`src/rtl/dmem_pkg.sv`:
```
// Shared types and default geometry for the data-memory requester slice.
package dmem_pkg;

  localparam int unsigned DMEM_DATA_W = 64;
  localparam int unsigned DMEM_ADDR_W = 10;

  typedef enum logic [1:0] {
    IDLE,
    RD_WAIT,
    RD_ISSUE,
    RSP
  } state_t;

  typedef struct packed {
    logic [DMEM_ADDR_W-1:0] adr;
    logic [DMEM_DATA_W-1:0] data;
  } wbuf_entry_t;

endpackage

```
`src/rtl/dmem_requester_if.sv`:
```
// Request/response handshake bundle between a client and dmem_requester.
interface dmem_requester_if
  import dmem_pkg::*;
#(
  parameter int unsigned DATA_W = DMEM_DATA_W,
  parameter int unsigned ADDR_W = DMEM_ADDR_W
);

  logic              req_valid;
  logic              req_ready;
  logic              req_we;
  logic [ADDR_W-1:0] req_adr;
  logic [DATA_W-1:0] req_wdata;
  logic              rsp_valid;
  logic              rsp_ready;
  logic [DATA_W-1:0] rsp_rdata;

  modport slave (
    input  req_valid, req_we, req_adr, req_wdata, rsp_ready,
    output req_ready, rsp_valid, rsp_rdata
  );

  modport master (
    output req_valid, req_we, req_adr, req_wdata, rsp_ready,
    input  req_ready, rsp_valid, rsp_rdata
  );

endinterface

```
`src/rtl/dmem_wbuf.sv`:
```
// Posted-write FIFO with a parallel address compare across all valid entries.
module dmem_wbuf
  import dmem_pkg::*;
#(
  parameter int unsigned DATA_W = DMEM_DATA_W,
  parameter int unsigned ADDR_W = DMEM_ADDR_W,
  parameter int unsigned DEPTH  = 4
) (
  input  logic              clk,
  input  logic              rst_n,
  input  logic              push,
  input  logic [ADDR_W-1:0] push_adr,
  input  logic [DATA_W-1:0] push_data,
  input  logic              pop,
  input  logic [ADDR_W-1:0] cmp_adr,
  output logic              hit,
  output logic              full,
  output logic              empty,
  output logic [ADDR_W-1:0] head_adr,
  output logic [DATA_W-1:0] head_data
);

  localparam int unsigned PTR_W = $clog2(DEPTH);
  localparam logic [PTR_W:0] FULL_CNT = (PTR_W + 1)'(DEPTH);

  logic [ADDR_W-1:0] adr_q  [DEPTH];
  logic [DATA_W-1:0] data_q [DEPTH];
  logic [DEPTH-1:0]  valid_q;
  logic [PTR_W-1:0]  wr_ptr;
  logic [PTR_W-1:0]  rd_ptr;
  logic [PTR_W:0]    count;
  logic              do_push;
  logic              do_pop;

  assign full      = (count == FULL_CNT);
  assign empty     = (count == '0);
  assign do_push   = push && !full;
  assign do_pop    = pop && !empty;
  assign head_adr  = adr_q[rd_ptr];
  assign head_data = data_q[rd_ptr];

  always_ff @(posedge clk) begin
    if (!rst_n) begin
      wr_ptr  <= '0;
      rd_ptr  <= '0;
      count   <= '0;
      valid_q <= '0;
    end else begin
      if (do_push) begin
        adr_q[wr_ptr]   <= push_adr;
        data_q[wr_ptr]  <= push_data;
        valid_q[wr_ptr] <= 1'b1;
        wr_ptr          <= wr_ptr + 1'b1;
      end
      if (do_pop) begin
        valid_q[rd_ptr] <= 1'b0;
        rd_ptr          <= rd_ptr + 1'b1;
      end
      case ({do_push, do_pop})
        2'b10:   count <= count + 1'b1;
        2'b01:   count <= count - 1'b1;
        default: count <= count;
      endcase
    end
  end

  // The entry being popped this cycle is still valid here, so it still counts as a hit.
  always_comb begin
    hit = 1'b0;
    for (int unsigned i = 0; i < DEPTH; i++) begin
      if (valid_q[i] && (adr_q[i] == cmp_adr)) hit = 1'b1;
    end
  end

endmodule

```
`src/rtl/dmem_requester.sv`:
```
// Initiator for the split read/write data memory: posted writes, hazard-checked
// reads and a registered read response.
module dmem_requester
  import dmem_pkg::*;
#(
  parameter int unsigned DATA_W     = DMEM_DATA_W,
  parameter int unsigned ADDR_W     = DMEM_ADDR_W,
  parameter int unsigned WBUF_DEPTH = 4
) (
  input  logic              clk,
  input  logic              rst_n,
  dmem_requester_if.slave   bus,
  output logic [DATA_W-1:0] mem_data_in,
  output logic [ADDR_W-1:0] mem_read_adr,
  output logic [ADDR_W-1:0] mem_write_adr,
  output logic              mem_rd,
  output logic              mem_wr,
  input  logic [DATA_W-1:0] mem_data_out,
  output logic              idle
);

  state_t            state;
  logic [ADDR_W-1:0] rd_adr;
  logic              rsp_valid_q;
  logic [DATA_W-1:0] rsp_rdata_q;
  logic              mem_rd_q;
  logic [ADDR_W-1:0] wr_adr_hold;
  logic [DATA_W-1:0] wr_data_hold;

  logic              req_ready_w;
  logic              accept;
  logic              push;
  logic              rd_accept;
  logic [ADDR_W-1:0] cmp_adr;
  logic              hit;
  logic              full;
  logic              empty;
  logic [ADDR_W-1:0] head_adr;
  logic [DATA_W-1:0] head_data;

  assign req_ready_w = rst_n && (state == IDLE) && !full;
  assign accept      = bus.req_valid && req_ready_w;
  assign push        = accept && bus.req_we;
  assign rd_accept   = accept && !bus.req_we;
  assign cmp_adr     = (state == IDLE) ? bus.req_adr : rd_adr;

  dmem_wbuf #(
    .DATA_W (DATA_W),
    .ADDR_W (ADDR_W),
    .DEPTH  (WBUF_DEPTH)
  ) u_wbuf (
    .clk       (clk),
    .rst_n     (rst_n),
    .push      (push),
    .push_adr  (bus.req_adr),
    .push_data (bus.req_wdata),
    .pop       (!empty),
    .cmp_adr   (cmp_adr),
    .hit       (hit),
    .full      (full),
    .empty     (empty),
    .head_adr  (head_adr),
    .head_data (head_data)
  );

  assign bus.req_ready = req_ready_w;
  assign bus.rsp_valid = rsp_valid_q;
  assign bus.rsp_rdata = rsp_rdata_q;

  // Write port shows the head while draining and holds the last drained entry otherwise.
  assign mem_wr        = rst_n && !empty;
  assign mem_write_adr = empty ? wr_adr_hold  : head_adr;
  assign mem_data_in   = empty ? wr_data_hold : head_data;
  assign mem_rd        = mem_rd_q;
  assign mem_read_adr  = rd_adr;
  assign idle          = empty && (state == IDLE);

  always_ff @(posedge clk) begin
    if (!rst_n) begin
      state        <= IDLE;
      rd_adr       <= '0;
      rsp_valid_q  <= 1'b0;
      rsp_rdata_q  <= '0;
      mem_rd_q     <= 1'b0;
      wr_adr_hold  <= '0;
      wr_data_hold <= '0;
    end else begin
      if (!empty) begin
        wr_adr_hold  <= head_adr;
        wr_data_hold <= head_data;
      end
      unique case (state)
        IDLE: begin
          if (rd_accept) begin
            rd_adr   <= bus.req_adr;
            state    <= hit ? RD_WAIT : RD_ISSUE;
            mem_rd_q <= !hit;
          end
        end
        RD_WAIT: begin
          if (!hit) begin
            state    <= RD_ISSUE;
            mem_rd_q <= 1'b1;
          end
        end
        RD_ISSUE: begin
          mem_rd_q    <= 1'b0;
          rsp_rdata_q <= mem_data_out;
          rsp_valid_q <= 1'b1;
          state       <= RSP;
        end
        RSP: begin
          if (bus.rsp_ready) begin
            rsp_valid_q <= 1'b0;
            state       <= IDLE;
          end
        end
        default: state <= IDLE;
      endcase
    end
  end

endmodule

```
`src/flat_wrapper.sv`:
```
// flat-port wrapper written by rule: the top's interface ports become plain ports
module dmem_requester_flat import dmem_pkg::*;
#(
  parameter int unsigned DATA_W     = DMEM_DATA_W,
  parameter int unsigned ADDR_W     = DMEM_ADDR_W,
  parameter int unsigned WBUF_DEPTH = 4
)
  (clk, rst_n, mem_data_in, mem_read_adr, mem_write_adr, mem_rd, mem_wr, mem_data_out, idle, bus_req_valid, bus_req_we, bus_req_adr, bus_req_wdata, bus_rsp_ready, bus_req_ready, bus_rsp_valid, bus_rsp_rdata);
  dmem_requester_if #(.DATA_W(DATA_W), .ADDR_W(ADDR_W)) bus_i ();
  input  logic clk;
  input  logic rst_n;
  output logic [DATA_W-1:0] mem_data_in;
  output logic [ADDR_W-1:0] mem_read_adr;
  output logic [ADDR_W-1:0] mem_write_adr;
  output logic mem_rd;
  output logic mem_wr;
  input  logic [DATA_W-1:0] mem_data_out;
  output logic idle;
  input wire logic [$bits(bus_i.req_valid)-1:0] bus_req_valid;
  input wire logic [$bits(bus_i.req_we)-1:0] bus_req_we;
  input wire logic [$bits(bus_i.req_adr)-1:0] bus_req_adr;
  input wire logic [$bits(bus_i.req_wdata)-1:0] bus_req_wdata;
  input wire logic [$bits(bus_i.rsp_ready)-1:0] bus_rsp_ready;
  output wire logic [$bits(bus_i.req_ready)-1:0] bus_req_ready;
  output wire logic [$bits(bus_i.rsp_valid)-1:0] bus_rsp_valid;
  output wire logic [$bits(bus_i.rsp_rdata)-1:0] bus_rsp_rdata;
  assign bus_i.req_valid = bus_req_valid;
  assign bus_i.req_we = bus_req_we;
  assign bus_i.req_adr = bus_req_adr;
  assign bus_i.req_wdata = bus_req_wdata;
  assign bus_i.rsp_ready = bus_rsp_ready;
  assign bus_req_ready = bus_i.req_ready;
  assign bus_rsp_valid = bus_i.rsp_valid;
  assign bus_rsp_rdata = bus_i.rsp_rdata;
  dmem_requester #(.DATA_W(DATA_W), .ADDR_W(ADDR_W), .WBUF_DEPTH(WBUF_DEPTH)) u_core (.clk(clk), .rst_n(rst_n), .bus(bus_i), .mem_data_in(mem_data_in), .mem_read_adr(mem_read_adr), .mem_write_adr(mem_write_adr), .mem_rd(mem_rd), .mem_wr(mem_wr), .mem_data_out(mem_data_out), .idle(idle));
endmodule
```
`config.mk`:
```
export PLATFORM = sky130hd
export DESIGN_NAME = dmem_requester_flat
export DESIGN_NICKNAME = d
export VERILOG_FILES = /design/src/rtl/dmem_pkg.sv /design/src/rtl/dmem_requester_if.sv /design/src/rtl/dmem_wbuf.sv /design/src/rtl/dmem_requester.sv /design/src/flat_wrapper.sv
export SDC_FILE = /design/constraint.sdc
export NUM_CORES = 1
export LEC_CHECK = 0
export CELL_PAD_IN_SITES_DETAIL_PLACEMENT = 0
export CELL_PAD_IN_SITES_GLOBAL_PLACEMENT = 1
export CORE_UTILIZATION = 25
export DETAILED_ROUTE_END_ITERATION = 7
export PLACE_DENSITY = 0.6
export SLEW_MARGIN = 20
export SYNTH_ARGS = -nofsm -noshare
export SYNTH_HDL_FRONTEND = slang
export SYNTH_SLANG_ARGS = --single-unit
```
`constraint.sdc`:
```
create_clock -name clk -period 3.6 [get_ports clk]
set_input_delay 0.9 -clock clk [delete_from_list [all_inputs] [get_ports clk]]
set_output_delay 0.9 -clock clk [all_outputs]
set_load 0.02 [all_outputs]
```
# Word-level counts from Yosys, hierarchy flattened
# Memories as Yosys holds them, arrays and structs flattened. A register that Yosys moved wholly into a read port is not among the register bits.
# Cells that the tools add are included.
[totals]
register_bits = 163
latchBits = 0
ramBits = 296
mem_bits_ro = 0
output_inout_bits = 153
n_memories = 2
[classes]
n_addsub = 4
n_mul = 0
n_div = 0
magnitude_cmp = 4
eq_ne = 13
shift = 0
n_mux = 32
bitwise = 3
reduce_logical = 27
[mem_list]
columns = ["name", "depth", "word_bits", "rd", "rd_ports_with_merged_regs", "write_ports", "line", "rtl"]
rows = [
  ["u_core.u_wbuf.data_q", 4, 64, 1, 1, 1, "dmem_wbuf.sv:27", "logic [DATA_W-1:0] data_q [DEPTH];"],
  ["u_core.u_wbuf.adr_q", 4, 10, 5, 1, 1, "dmem_wbuf.sv:26", "logic [ADDR_W-1:0] adr_q [DEPTH];"],
]
[op_table]
columns = ["op", "n"]
rows = [
  ["64-bit 2-to-1 mux", 1],
  ["10-bit == test", 4],
  ["10-bit 2-to-1 mux", 2],
  ["2-bit 2-to-1 mux", 8],
  ["1-bit logical AND", 14],
  ["1-bit 2-to-1 mux", 12],
  ["4-bit 2-to-1 mux", 3],
  ["2-bit one-hot mux with 4 select lines", 1],
  ["2-bit == test (second input constant)", 3],
  ["2-bit by 3-bit less-than comparator with 1-bit output (second input constant)", 2],
  ["3-bit one-hot mux with 2 select lines", 1],
  ["3-bit AND reduction", 2],
  ["2-bit by 1-bit adder with 2-bit output (second input constant)", 2],
  ["4-bit bitwise AND", 1],
  ["1-bit demux with 2-bit select", 2],
  ["2-bit by 1-bit == test with 1-bit output (second input constant)", 2],
  ["2-bit by 1-bit greater-or-equal comparator with 1-bit output (second input constant)", 2],
  ["1-bit logical NOT", 4],
  ["2-bit != test (second input constant)", 2],
  ["4-bit NOT", 1],
  ["4-bit bitwise OR", 1],
  ["2-bit AND reduction", 2],
  ["2-bit nonzero test", 2],
  ["3-bit by 1-bit adder with 3-bit output (second input constant)", 1],
  ["other kinds (8)", 8],
]

# Depth between registers and ports, before layout
[depth]
word_depth = 11
depth_mapped = 12
depth_no_buf = 10

# Modules after synthesis
# A second synthesis with hierarchy kept.
[unflattened]
cells_unflattened = 1065
area_unflattened_um2 = 17944.7
[modules_own_cells]
columns = ["module", "n_inst", "cells_each", "area_per_inst_um2", "seq_area_each_um2"]
rows = [
  ["dmem_wbuf", 1, 522, 11821.3, 9148.8],
  ["dmem_requester", 1, 543, 6123.4, 3042.9],
]

# Worst setup path after synthesis
# Ideal clock, no wire load.
[synth_timing]
path_kind = "input to register"
start = "input rst_n"
end = "memory u_core.u_wbuf.adr_q[0][0] (netlist bit), enable pin"
arrival_ns = 3.504
required_time_ns = 3.159
path_slack_ns = -0.345
stages = 5
n_path_buf = 1
path_cell_list = "nand2_1 -> a21oi_1 -> and3_1 -> buf_2 -> and2_1"
[synth_between]
elab_chain_cells = 8
[synth_lines]
columns = ["item", "line", "rtl"]
rows = [
  ["start, declared", "flat_wrapper.sv:11", "input logic rst_n;"],
  ["1-bit logical AND (2 in series)", "dmem_requester.sv:41", "assign req_ready_w = rst_n && (state == IDLE) && !full;"],
  ["net bus_req_ready", "flat_wrapper.sv:24", "output wire logic [$bits(bus_i.req_ready)-1:0] bus_req_ready;"],
  ["1-bit logical AND", "dmem_requester.sv:42", "assign accept = bus.req_valid && req_ready_w;"],
  ["1-bit logical AND", "dmem_requester.sv:43", "assign push = accept && bus.req_we;"],
  ["1-bit logical AND", "dmem_wbuf.sv:37", "assign do_push = push && !full;"],
  ["1-bit 2-to-1 mux", "dmem_wbuf.sv:49", "if (do_push) begin"],
  ["1-bit 2-to-1 mux", "dmem_wbuf.sv:43", "if (!rst_n) begin"],
  ["1-bit 2-to-1 mux (not written as such)", "dmem_wbuf.sv:50", "adr_q[wr_ptr] <= push_adr;"],
  ["end, declared", "dmem_wbuf.sv:26", ""],
]
# The timed path passes the listed nets, and every way through them passes these cells.

==> results.tsv <==
stage	metric	value	unit
outcome	outcome	complete, no violations	
clock_network	Max Buffers Root-to-Sink	3	
setup_path	Critical Path AT	2.57	ns
placed_design	IO buf count	295	
pwr	sequential share of power	32.7	%
clock_network	CTS Sinks	461	
grt	grt ovf	0	
floorplanning	die width	270	um
synthesis	synth warn	0	
clock_network	Clock H-tree levels	2	
finish	fraction of layout cells with a size suffix above 1	14.0	%
floorplanning	Core Region	71400	um2
synthesis	synth top area cells	edfxtp_1 49%, dfxtp_1 18%, mux4_2 9.2%	
routing	DR pass1 iterations	7	
routing	Post-route DRC	0	
synthesis	synth cell count leaders	296 x edfxtp_1, 237 x nand2_1, 165 x dfxtp_1	
synthesis	synthesis-stage register bit count	461	
pwr	sw power	6.94	mW
routing	Final ANT Viol Nets	0	
synthesis	Post-Synthesis Cells	1219	
synthesis	FFs w/ async S/R, synth	0	%
timing	Final Hold Viols	0	
pwr	Clock Power Share	27.4	%
finish	Nets	1705	
timing	final cycle utilization of the critical path	96.5	%
routing	vias per cell	4.20	
setup_path	element type at the critical path end	output pin	
synthesis	post-synthesis net count	1376	
grt	vias in the first global route	11200	
floorplanning	Die Area	73200	um2
grt	largest net degree at the start of global routing	60	
pwr	worst vdd ir	0.000505	V
setup_path	worst r2r src	u_core.state[0]	
timing	count of final setup violators	0	
pwr	leakage power total	8.44	nW
setup_path	startpoint types	register	
synthesis	area share of the largest cell type after synthesis	49.3	%
clock_network	clk_lat worst skew	0.61	ns
hold_path	worst hold path type	reg -> reg	
hold_path	Hold Crit Start	u_core.mem_rd	
timing	final clock skew	0.0221	ns
grt	Tot GR Track Use	13.1	%
routing	1st-iter DRT viols	477	
synthesis	post-synth cell types	40	
finish	register area	12200	um2
finish	Multi-input gate area	5560	um2
timing	Final Slew Violations	0	
synthesis	most numerous cell in the Yosys netlist	edfxtp_1	
timing	min Tclk post-route	3.47	ns
finish	final std cells w/o fill	2545	
setup_path	CP Data Required Time	2.70	ns
placed_design	gpl congestion	0.761	
finish	Area growth, synth to finish	35.0	%
pwr	Int Power	13.1	mW
routing	DRT Wirelength	48400	um
grt	initial antenna violation count	2	
clock_network	CTS Root Cell	clkbuf_16	
clock_network	CTS tree	built	
setup_path	cells on worst reg2reg path	7	
pwr	switch share	34.6	%
placed_design	DP HPWL	29700	um
setup_path	Worst Path Max Fanout	18	
pwr	Comb power frac	39.8	%
synthesis	post-synthesis cell area	18000	um2
floorplanning	Die H	270	um
finish	Fill cells	6964	
setup_path	worst r2r dst	u_core.u_wbuf.data_q[3][1]	
routing	wire per inst	19.0	um
finish	Ant. Diodes	0	
timing	hold_ws	0.473	ns
hold_path	hold endpoint	u_core.mem_rd	
placed_design	Inst Count DP	2428	
floorplanning	Initial Utilization	25.2	%
setup_path	Setup CP Type	reg -> out	
synthesis	ys flop type	edfxtp_1	
hold_path	WHS Path Cells	2	
synthesis	number of synthesized flops with an enable pin	296	
clock_network	Worst-path clk slew	0.06	ns
setup_path	R2R Setup Slk	1.04	ns
grt	first-pass GRT wire length	71800	um
flow_run	max cap viols	0	
floorplanning	Rows	98	
timing	fmax	288	MHz
synthesis	Syn Area/Cell	14.8	um2
timing	worst slew pin tran	0.658	ns
floorplanning	num ports	296	
synthesis	largest area contributor in the netlist	edfxtp_1	
clock_network	CTS buffer count	55	
pwr	PwrDens	826	nW/um2
synthesis	post-synthesis sequential area ratio	67.7	%
timing	Slew HR	56.1	%
routing	total number of vias	10700	
==> power by group through the flow <==
stage	Clock, mW	Combinational, mW	Sequential [mW]
6_report	5.51	8.00	6.57
5_1_grt	5.92	8.64	6.65
4_1_cts	5.72	8.17	6.59
3_5_place_dp	0	7.76	6.66
3_3_place_gp	0	7.72	6.63
2_1_floorplan	0	4.20	6.79
==> logic make-up after synthesis <==
group,synth area share (%)
simple gates,12.2
mux,14.4
xor+xnor,2.14
flops,67.7
fa+ha+maj,1.01
buf+inv,1.73
compound gates,0.847
==> layer usage <==
layer  vias up  GRT usage, %  wire length, um
met5         -             0               24
met4         4          3.42              963
met3        67          3.59             2700
met2       235          22.7            24100
met1      5338          16.0            20700
li1       5045             -                -
==> sequential cells by signal, summed over array words and instances (netlist names), named ones only <==
name                   count
u_core.u_wbuf.data_q     256
u_core.bus.rsp_rdata      64
u_core.wr_data_hold       64
u_core.u_wbuf.adr_q       40
u_core.mem_read_adr       10
u_core.wr_adr_hold        10
u_core.u_wbuf.valid_q      4
u_core.u_wbuf.count        3
u_core.state               2
u_core.u_wbuf.rd_ptr       2
u_core.u_wbuf.wr_ptr       2
u_core.bus.rsp_valid       1
u_core.mem_rd              1
==> worst max path at each step <==
stage          slack, ns                   start                         to
6_report            0.13                register            mem_data_in[43]
5_1_grt           -0.002                register            mem_data_in[20]
4_1_cts           0.0003                register           mem_write_adr[5]
3_5_place_dp        0.56  u_core.u_wbuf.count[0]            mem_data_in[17]
3_3_place_gp        0.58  u_core.u_wbuf.count[2]            mem_data_in[17]
2_1_floorplan       0.47                   rst_n  u_core.u_wbuf.adr_q[0][0]
==> timing repair <==
| item | 4_1_cts | 5_1_grt |
|---|---|---|
| buffers inserted | 5 | 4 |
| gates cloned | 3 | 1 |
| endpoints found under the setup margin | 50 | 11 |
| resized for setup | 7 | 6 |
| pin swaps | 2 | 0 |
| hold buffers | 0 | 0 |
==> layout by cell type (no fill, tap or decap), drive strengths merged, types with 2 or more instances in the layout <==
cell,Yosys,routed
dlymetal6s2s,0,5
ha,13,13
clkinv,0,15
mux2i,86,86
clkinvlp,0,3
nor4,9,9
nand4,2,2
nor2b,78,78
nand3,10,10
or3,1,2
clkdlybuf4s50,0,289
nor3,10,10
and2,86,86
a21oi,3,3
clkbuf,38,80
o211a,4,4
nand2,237,237
bufinv,0,4
buf,25,39
a21boi,2,2
inv,9,12
nor4b,8,8
nor2,4,4
o22ai,2,2
dfxtp,165,165
mux4,74,74
o21ai,2,2
edfxtp,296,296
xnor2,44,44
==> metrics by stage <==
step	power [mW]	cell area, um2	TNS [ns]	utilization (%)	worst slack [ns]
2_1_floorplan	11.0	18000	0	-	0.475
3_3_place_gp	14.4	22300	0	31.2	0.575
3_5_place_dp	14.4	22300	0	31.2	0.561
4_1_cts	20.5	24200	0	34.0	0.000256
5_1_grt	21.2	24300	-0.00308	34.1	-0.00248
6_report	20.1	24300	0	34.1	0.127
==> critical path, stage by stage, from the launching register on <==
cell	delay, ns
dfxtp_4	0.37
buf_4	0.15
buf_16	0.21
mux4_2	0.53
nand2_1	0.09
nand2_1	0.07
clkdlybuf4s50_1	0.54
==> layout make-up <==
class / count / area share (%)
clock inverters: 25 / 1.16
clock buffers: 79 / 6.31
well taps: 950 / 4.88
multi-input cells: 687 / 22.9
inverters: 9 / 0.139
repair buffers: 334 / 14.5
flip-flops and latches: 461 / 50.1
(Power assumes the default switching activity.)
==> RTL change: new RTL, same flow settings <==
Set the package constant `DMEM_DATA_W` to 32 (it was 64).
--- a/src/rtl/dmem_pkg.sv
+++ b/src/rtl/dmem_pkg.sv
@@ -1,7 +1,7 @@
 // Shared types and default geometry for the data-memory requester slice.
 package dmem_pkg;
 
-  localparam int unsigned DMEM_DATA_W = 64;
+  localparam int unsigned DMEM_DATA_W = 32;
   localparam int unsigned DMEM_ADDR_W = 10;
 
   typedef enum logic [1:0] {
Ports: changed (resized bus_req_wdata, bus_rsp_rdata, mem_data_in and mem_data_out); port bits go from 296 to 168. No check against the original RTL was run, so the function may have changed too.
==> RTL change against the original RTL <==
  * Total power decreased by 41%
  * Setup slack improved by 0.085 ns
  * Synthesized area decreased by 39%
  * Sequential share of layout area decreased by 1.6 points
  * Sequential cell count decreased by 192
  * Cell area decreased by 40%
  * First-iteration DRC count decreased by 38%
  * Routed wire length decreased by 44%
  * Critical path type unchanged
  * Largest power group unchanged
==> RTL change: results (changes against the original RTL) <==
Placement
The total of buffers placed on input and output ports is 167 (-43%). The placed instance count is 1508 (-38%). The total cell area at the placement stage is 13400 um2 (-40%).

The final weighted congestion in routability-driven placement came to 0.759 (-0.30%). The detailed placer's ending HPWL is 17300 um (-42%).

Routing
The number of search-and-repair iterations in the first detailed-routing pass came to 4 (-3). The via count came to 6552 (-39%).

Yosys
The number of nets produced by synthesis is 874 (-36%). After synthesis, the most frequently instantiated cells are sky130_fd_sc_hd__edfxtp_1 (168), sky130_fd_sc_hd__nand2_1 (142), sky130_fd_sc_hd__dfxtp_1 (101), sky130_fd_sc_hd__and2_1 (53), sky130_fd_sc_hd__nor2b_1 (46). The fraction of the yosys area taken by sequential cells is 0.643 (-0.0339). In the post-synthesis netlist, the biggest area contributors are sky130_fd_sc_hd__edfxtp_1 (46%), sky130_fd_sc_hd__dfxtp_1 (18%), sky130_fd_sc_hd__mux4_2 (8.6%). The count of cell types in the netlist came to 41 (+2.5%). The flip-flop and latch count after synthesis is 269 (-42%).

Critical path
The data arrival at the endpoint of the critical path is 2.49 ns (-0.08 ns). The biggest cell delay along the critical path was 0.56 ns (+0.02 ns). The largest fanout on the critical path is 47 (+29).

The endpoint identified for the worst register-to-register timing path is u_core.state[1]. The flop-to-flop setup slack is 0.95 ns (-0.09 ns).

Run status
The flow ran to the end, and the final reports show no timing, DRC or antenna violations.

Cells and area
The count of filler cells inserted in the layout is 4235 (-39%). The proportion of cell area spent on the clock network is 0.0768 (+0.00206). The sequential share of cell area came to 0.486 (-0.0156). The layout net count is 1054 (-38%). The clock buffer count came to 40 (-49%). The area taken by multi-input logic gates is 3740 um2 (-33%).

The fraction of standard cell area in multi-input logic is 0.257 (+0.0283).

Global route
The global-route wire length before repair came to 41200 um (-43%). The number of global-route vias before repair came to 6719 (-40%). The overall global routing resource usage was 0.123 (-0.00834).

Power and ir drop
The total design power came to 11.9 mW (-41%). The reported net switching power is 4.08 mW (-41%). The power share of the combinational group is 0.388 (-0.010). The maximum vdd ir drop is 406 uV (-19%).

STA
The worst slew margin relative to its limit came to 0.506 (-0.0551). The post-route clock skew is 0.0211 ns (-0.00103 ns).

Floorplan
The x dimension of the die is 212 um (-22%).
-- RTL change: cell count changes after synthesis, sizes merged, moves of 17 or more --
cell    delta
nand2     -95
buf       -17
nor2b     -32
and2      -33
dfxtp     -64
mux2i     -32
mux4      -32
edfxtp   -128
-- RTL change: cell families (layout without fill, tap and decap cells) --
group | count (synthesis) | count (layout) | synth area share
buffers and inverters | 49 | 254 | 0.0195
flip-flops | 269 | 269 | 0.643
AND/OR/NAND/NOR | 289 | 289 | 0.131
adder cells (fa/ha/maj) | 14 | 14 | 0.0166
multiplexers | 96 | 96 | 0.142
XOR/XNOR | 43 | 43 | 0.0343
AO/OA/AOI/OAI | 21 | 21 | 0.0145
-- RTL change: how the worst min path moves through the flow --
stage          slack [ns]                 endpoint               startpoint  cells after the start
5_1_grt              0.52            u_core.mem_rd            u_core.mem_rd                      2
6_report             0.49            u_core.mem_rd            u_core.mem_rd                      2
3_3_place_gp         0.48            u_core.mem_rd            u_core.mem_rd                      2
3_5_place_dp         0.49            u_core.mem_rd            u_core.mem_rd                      2
4_1_cts              0.50            u_core.mem_rd            u_core.mem_rd                      2
2_1_floorplan        0.48  u_core.u_wbuf.wr_ptr[1]  u_core.u_wbuf.wr_ptr[1]                      2
-- RTL change: what timing repair did --
item | in CTS | in global routing
endpoints found under the setup margin | 6 | 5
gates resized for setup | 0 | 1
buffers inserted | 2 | 0
-- RTL change: metal layers --
| layer | up-vias | routed length (um) | track usage | share of wire |
|---|---|---|---|---|
| met5 | - | 0 | 0 | 0 |
| met4 | 0 | 746 | 0.0490 | 0.027 |
| met3 | 51 | 1300 | 0.0274 | 0.048 |
| met2 | 128 | 13000 | 0.202 | 0.48 |
| met1 | 3211 | 12100 | 0.156 | 0.44 |
| li1 | 3162 | - | - | - |
